**src/rtl/memory_access_pkg.sv**
```systemverilog
// Shared pipeline definitions used by the memory-access stage.
package memory_access_pkg;

   typedef enum logic {
      IDLE = 1'b0,
      WAIT = 1'b1
   } mem_state_t;

   localparam int MEM_READ  = 1;
   localparam int MEM_WRITE = 0;

endpackage

```
**src/rtl/memory_access.sv**
```systemverilog
// Pipeline memory-access stage: drives the data cache, freezes the pipeline on a
// cache stall and holds the MEM/WB register until the access completes.
module memory_access
   import memory_access_pkg::*;
(
   input  logic        clk,
   input  logic        rst,
   input  logic        WriteBack_3,
   input  logic [1:0]  Mem_3,
   input  logic [31:0] ALU_result_3,
   input  logic [31:0] writedata_3,
   input  logic [4:0]  Rd_3,
   output logic        DCACHE_ren,
   output logic        DCACHE_wen,
   output logic [29:0] DCACHE_addr,
   output logic [31:0] DCACHE_wdata,
   input  logic [31:0] DCACHE_rdata,
   input  logic        DCACHE_stall,
   output logic        memory_stall,
   output logic        WriteBack_5,
   output logic [4:0]  Rd_5,
   output logic [31:0] writeback_data_5,
   output logic        misaligned,
   output logic [31:0] stall_count
);

   mem_state_t  state_q, state_d;
   logic        req;
   logic        wb_q, wb_d;
   logic [4:0]  rd_q, rd_d;
   logic [31:0] data_q, data_d;
   logic        misaligned_q, misaligned_d;
   logic [31:0] stall_count_q, stall_count_d;

   // A 2'b11 encoding is treated as a plain read.
   assign req = Mem_3[MEM_READ] | Mem_3[MEM_WRITE];

   always_ff @(posedge clk) begin
      if (rst) begin
         state_q <= IDLE;
      end else begin
         state_q <= state_d;
      end
   end

   always_comb begin
      state_d = state_q;
      case (state_q)
         IDLE:    if (req && DCACHE_stall) state_d = WAIT;
         WAIT:    if (!DCACHE_stall)       state_d = IDLE;
         default: state_d = IDLE;
      endcase
   end

   always_comb begin
      DCACHE_ren   = Mem_3[MEM_READ];
      DCACHE_wen   = Mem_3[MEM_WRITE] & ~Mem_3[MEM_READ];
      DCACHE_addr  = ALU_result_3[31:2];
      DCACHE_wdata = writedata_3;
      memory_stall = req & DCACHE_stall;
   end

   always_comb begin
      wb_d          = wb_q;
      rd_d          = rd_q;
      data_d        = data_q;
      misaligned_d  = misaligned_q | (req & (ALU_result_3[1:0] != 2'b00));
      stall_count_d = stall_count_q + {31'd0, memory_stall};
      if (!memory_stall) begin
         wb_d   = WriteBack_3 & (Rd_3 != 5'd0);
         rd_d   = Rd_3;
         data_d = Mem_3[MEM_READ] ? DCACHE_rdata : ALU_result_3;
      end
   end

   always_ff @(posedge clk) begin
      if (rst) begin
         wb_q          <= 1'b0;
         rd_q          <= 5'd0;
         data_q        <= 32'd0;
         misaligned_q  <= 1'b0;
         stall_count_q <= 32'd0;
      end else begin
         wb_q          <= wb_d;
         rd_q          <= rd_d;
         data_q        <= data_d;
         misaligned_q  <= misaligned_d;
         stall_count_q <= stall_count_d;
      end
   end

   assign WriteBack_5      = wb_q;
   assign Rd_5             = rd_q;
   assign writeback_data_5 = data_q;
   assign misaligned       = misaligned_q;
   assign stall_count      = stall_count_q;

endmodule

```
**config.mk**
```make
export PLATFORM = sky130hd
export DESIGN_NAME = memory_access
export DESIGN_NICKNAME = d
export VERILOG_FILES = /design/src/rtl/memory_access_pkg.sv /design/src/rtl/memory_access.sv
export SDC_FILE = /design/constraint.sdc
export NUM_CORES = 1
export LEC_CHECK = 0
export BUFFER_PORTS_ARGS = -buffer_cell sky130_fd_sc_hd__buf_2
export CORE_MARGIN = 5
export CORE_UTILIZATION = 47
export CTS_BUF_LIST = sky130_fd_sc_hd__clkbuf_4 sky130_fd_sc_hd__clkbuf_8
export DETAILED_ROUTE_END_ITERATION = 8
export PLACE_DENSITY = 0.89
export SYNTH_ARGS = -nofsm -noshare
export SYNTH_HDL_FRONTEND = slang
export SYNTH_SLANG_ARGS = --single-unit
```
**constraint.sdc**
```tcl
create_clock -name clk -period 4.6 [get_ports clk]
set_input_delay 0.46 -clock clk [delete_from_list [all_inputs] [get_ports clk]]
set_output_delay 0.46 -clock clk [all_outputs]
set_load 0.005 [all_outputs]
```
# Yosys cells after proc, flatten, opt, wreduce, memory -nomap -nowiden
# Index checks and enable logic that the tools add are counted.
# classes
bitwise_logic,7
muxes,1
n_addsub,1
reduce_logical,2
# op_table
op,count
$add A32 B1 Y32,1
$mux W32,1
$reduce_bool A5 Y1,1
$and A1 B1 Y1,4
$or A1 B1 Y1,2
$reduce_bool A2 Y1,1
$not A1 Y1,1
# totals
regBits,71
out_inout_bits,136
in_bits,107

# Logic depth before layout (Yosys ltp)
# depth
ltp_word,3
mapped_depth,9

# Least setup slack after synthesis
# No wires, ideal clock.
# synth_path
path_kind,input to register
from,input port Mem_3[1]
to,register stall_count_q[22] (netlist: stall_count[22])
slack_ps,1775
path_buffers,1
required_time_ps,4530
stages,9
arrival_time_ps,2755
path_cell_list,clkbuf_1 o21ai_1 inv_1 ha_1 ha_1 nand4_1 or4_1 or3_1 a21oi_1
# synth_via
elab_chain_cells,3
# synth_lines
item,line_no,rtl
start: declaration,memory_access.sv:9,"input logic [1:0] Mem_3,"
$or A1 B1 Y1,memory_access.sv:36,assign req = Mem_3[MEM_READ] | Mem_3[MEM_WRITE];
$and A1 B1 Y1,memory_access.sv:60,memory_stall = req & DCACHE_stall;
via memory_stall,memory_access.sv:19,"output logic memory_stall,"
$add A32 B1 Y32,memory_access.sv:68,"stall_count_d = stall_count_q + {31'd0, memory_stall};"
end signal: assignment,memory_access.sv:88,stall_count_q <= stall_count_d;
end: declaration,memory_access.sv:33,"logic [31:0] stall_count_q, stall_count_d;"
# The timed path passes the listed nets, and every way through them passes these cells.
# A chain may end at the register's enable or synchronous reset.

# Worst setup path in the final report
# layout_path
from,input port Mem_3[1]
to,register stall_count_q[18] (netlist: stall_count[18])
# layout_via
elab_chain_cells,3
# layout_lines
item,line_no
$or A1 B1 Y1,memory_access.sv:36
$and A1 B1 Y1,memory_access.sv:60
$add A32 B1 Y32,memory_access.sv:68
# Every way passes these cells.

==> results.md <==
- The run finished with clean final reports.
- Global routing finished with a remaining overflow of 0.
- The number of I/O pins is 243.
- The number of rows in the core area is 32.
- The largest net degree at the start of global routing is 71.
- The logic depth of the worst path, buffers included is 9.
- For this run, the register share of the synthesized area comes to 39.4%.
- The Yosys step of the flow raised 0 warnings.
- The total standard cell area after synthesis is 3600 sq um.
- The initial cell density of the core is 47.4%.
- The final antenna diode count is 0.
- Counting flops and latches in the post-synthesis netlist gives 71.
- Summed over all nets, the switching power comes to 343 uW.
- The fraction of synthesis flops using an asynchronous set or reset pin is 0%.
- Counting both buffers and inverters, the worst setup path holds a total of 2.
- The vertical die dimension is 97.6 um.
- On the worst path, the slowest cell contributes a delay of 650 ps.
- The area of the die is 9520 sq um.
- In the synthesized netlist, the cells that appear most often are dfxtp_1, buf_4, nor2_1, a211oi_1, mux2i_1.
- The total global-route track usage is 20.4%.
- The final weighted congestion in routability-driven placement is 0.824.
- The final wirelength is 9790 um.
- The element type at the critical path start is a primary input.
- The biggest fanout along the worst timing path is 9.
- Yosys attributes the largest share of cell area to dfxtp_1, buf_4, mux2i_1.
- The post-layout worst setup margin is 2200 ps.
- Across the run, the number of max-cap violations was 0.
- The number of antenna violations at the first check in global routing is 0.
- The fraction of post-synthesis cell area in the top cell type by area is 39.4%.
- The worst clock skew is 10.7 ps.
- For this design the static power due to leakage is 0.00203 uW.
- The most frequent cell after synthesis is dfxtp_1.
- Global routing used 5.74% of the available met3 tracks.
- The cell family contributing the most delay on the critical path is simple AND/OR/NAND/NOR gates.
- The proportion of layout cells with a drive suffix above 1 is 38.7%.
- The critical path in this run is classified as primary input to register.
- The antenna violation net count after detailed routing is 0.
- The destination of the critical timing path is stall_count[18].
- The number of nets in the synthesized netlist is 520.
- In this run, the number of DRC markers left after iteration 0 of detailed routing was 79.
- For this run, the top clock speed supported by timing is 417 MHz.
- The number of standard cells after synthesis is 410.
- In the routed layout, each cell is associated on average with a via count of 5.36.
- Yosys mapped the design onto 34 distinct sky130hd cell types.
- The buffer count from post-CTS setup fixing is 0.
- After clock tree synthesis, the clock-pin slew on the worst setup and hold paths is 80 ps.
- In this run the most used layer during global routing was met2.
- Data on the critical path arrives at its endpoint at 2650 ps.
- The number of detailed-route iterations in the first pass is 4.
- In this run the critical register-to-register path is captured at stall_count[29].
- The nature of the critical path endpoint is a register.
- The setup total negative slack is 0 ps.
- The number of hold buffers added after CTS was 0.
- The final hold slack is 372 ps.
- In the global route stage, met1 resource usage came out at 20.6%.
- At the pin with the least slew margin, the transition time is 644 ps.
- Data on the critical path is required at its endpoint by 4860 ps.
- The critical-path cell with the highest stage delay is or4_1.
- In this run, synthesis inferred 0 flip-flops with an integrated enable.
- The net count of the finished layout is 627.
- The signed area change from the synthesized netlist to the final layout is 20.0%.
- In this run, post-CTS repair resized a total of 0 instances.
- The post-placement setup slack is 1870 ps.
- The switching power as a share of total power is 24.4%.
- The global-route wire length before repair is 15900 um.
- Counting stages on the worst path, the most repeated cell is ha_1.
- The routing usage on met2 is 37.7%.
- The layout has 715 filler cells.
- The final hold violation count was 0.
- The worst pin sits at a relative slew slack of 57.1%.
- In this run the horizontal extent of the chip is 97.6 um.
- The routed layout has 3344 vias.
- Once detailed placement completed, the half-perimeter wirelength came to 7650 um.
- The worst reg2reg path depth is 4.
- The number of global-route vias before repair is 3378.
- The source-to-sink clock delay at the later pin of the worst-skew pair is 340 ps.
- Setup violations remaining at the end of the flow were counted as 0.
- Walking the worst path, the cells encountered are buf_2 > o21ai_4 > inv_1 > ha_1 > ha_1 > nand4_1 > or4_1 > or3_1 > a21oi_1.
- The part of the power in the clock network is 40.7%.
- The CTS H-tree depth is 3.
- The deepest clock path buffer count is 2.
- The worst path in the final design needs a cycle of 2400 ps, including I/O delays and setup.
- The sequential share of power is 46.9%.
- TritonCTS built the clock tree.
- The area of the core is 7610 sq um.
- The prevailing post-synth register cell is dfxtp_1.
- The internal power contribution is 1060 uW.
- The total of buffers placed on input and output ports is 178.
- The final count of pins violating max slew is 0.
- The power per standard cell area is 325 nW/um^2.
- The worst min-delay path class is primary input to register.
- Counting every sink on the clock net gives 71.
- The library cell occupying the most area in the post-synthesis netlist is dfxtp_1.
- The worst register-to-register path begins at stall_count[11].
- The final critical path takes up 52.1% of the cycle.
- The setup slack of the most critical reg-to-reg path is 2240 ps.
- The clock root buffer is clkbuf_8.
- Setup repair after global routing left no endpoint under its margin.
- The critical path starts at Mem_3[1].
- Clock tree synthesis inserted a total of 9 buffers.
- The routed wire length per instance is 15.7 um.
- Across the VDD grid, the largest voltage drop is 153 uV.
- In this run, the combinational gates consume 12.4% of the power.
- The mean post-synth cell area is 8.79 sq um.
- The number of DRC violations after detailed routing is 0.
## layout make-up
type / instances / area (sq um) / share of cell area [%]
clock inverters: 5 / 80.1 / 1.85
repair buffers: 181 / 913 / 21.1
clock buffers: 11 / 151 / 3.50
inverters: 5 / 18.8 / 0.434
multi-input cells: 249 / 1610 / 37.3
well taps: 102 / 128 / 2.95
flip-flops and latches: 71 / 1420 / 32.9
## power by group through the flow
stage / combinational [uW] / clock (uW) / sequential, uW
after floorplan: 117 / 0 / 675
after global placement: 170 / 0 / 671
after detailed placement: 177 / 0 / 673
after CTS: 177 / 584 / 659
after global routing: 194 / 619 / 663
final: 174 / 572 / 659
## routing by layer
metal	up-vias	routed length, um
li1	1620	-
met1	1545	3470
met2	146	5210
met3	33	778
met4	0	325
met5	-	0
## per-stage QoR
| stage | area [sq um] | instances | utilization, % | total power (uW) |
|---|---|---|---|---|
| CTS | 4320 | 624 | 56.8 | 1420 |
| global route | 4320 | 624 | 56.8 | 1480 |
| global placement | 4090 | 608 | 53.8 | 842 |
| floorplan | 3600 | 410 | - | 792 |
| detailed placement | 4090 | 608 | 53.8 | 850 |
| finish | 4320 | 624 | 56.8 | 1410 |
## cell families (layout without fill, tap and decap cells)
family                   after synthesis  after routing  share of synthesized area (%)
AND/OR/NAND/NOR                      124            124                           17.6
AO/OA/AOI/OAI                         78             78                           13.9
XOR/XNOR                              11             11                           2.67
adder cells (fa/ha/maj)                3              3                           1.04
buffers and inverters                 90            202                           16.2
multiplexers                          33             33                           9.20
flip-flops                            71             71                           39.4
## flip-flops by register name (all words and copies together), names as in the netlist
signal and cells:
stall_count 32, writeback_data_5 32, Rd_5 5, misaligned 1
WriteBack_5 1
## worst min path at each step
| stage | startpoint | slack, ps | endpoint | cells past startpoint |
|---|---|---|---|---|
| after floorplan | misaligned | 440 | misaligned | 2 |
| after global placement | misaligned | 440 | misaligned | 2 |
| after detailed placement | Rd_5[4] | 440 | Rd_5[4] | 2 |
| after CTS | Rd_3[4] | 350 | Rd_5[4] | 3 |
| after global routing | Rd_3[1] | 370 | Rd_5[1] | 3 |
| final | Rd_3[4] | 370 | Rd_5[4] | 3 |
## placed cells by master, fill, tap and decap left out, types with 2 or more instances in the layout
master / instances
a211oi_1: 32
a21oi_1: 25
and3_1: 4
and4_1: 3
buf_2: 178
buf_4: 3
bufinv_16: 2
clkbuf_8: 11
clkinvlp_4: 2
dfxtp_1: 71
ha_1: 3
inv_1: 5
mux2i_1: 32
nand2_1: 22
nand3_1: 10
nand4_1: 9
nor2_1: 44
nor2b_1: 4
nor4_1: 3
o21ai_0: 8
o31ai_1: 10
or3_1: 7
or4_1: 12
or4_4: 2
xnor2_1: 3
xor2_1: 8
## worst min-delay path: stages
cell and delay [ps]:
buf_2 110, nand2_1 50, a21oi_1 50
Power figures use the tool's default switching activity.
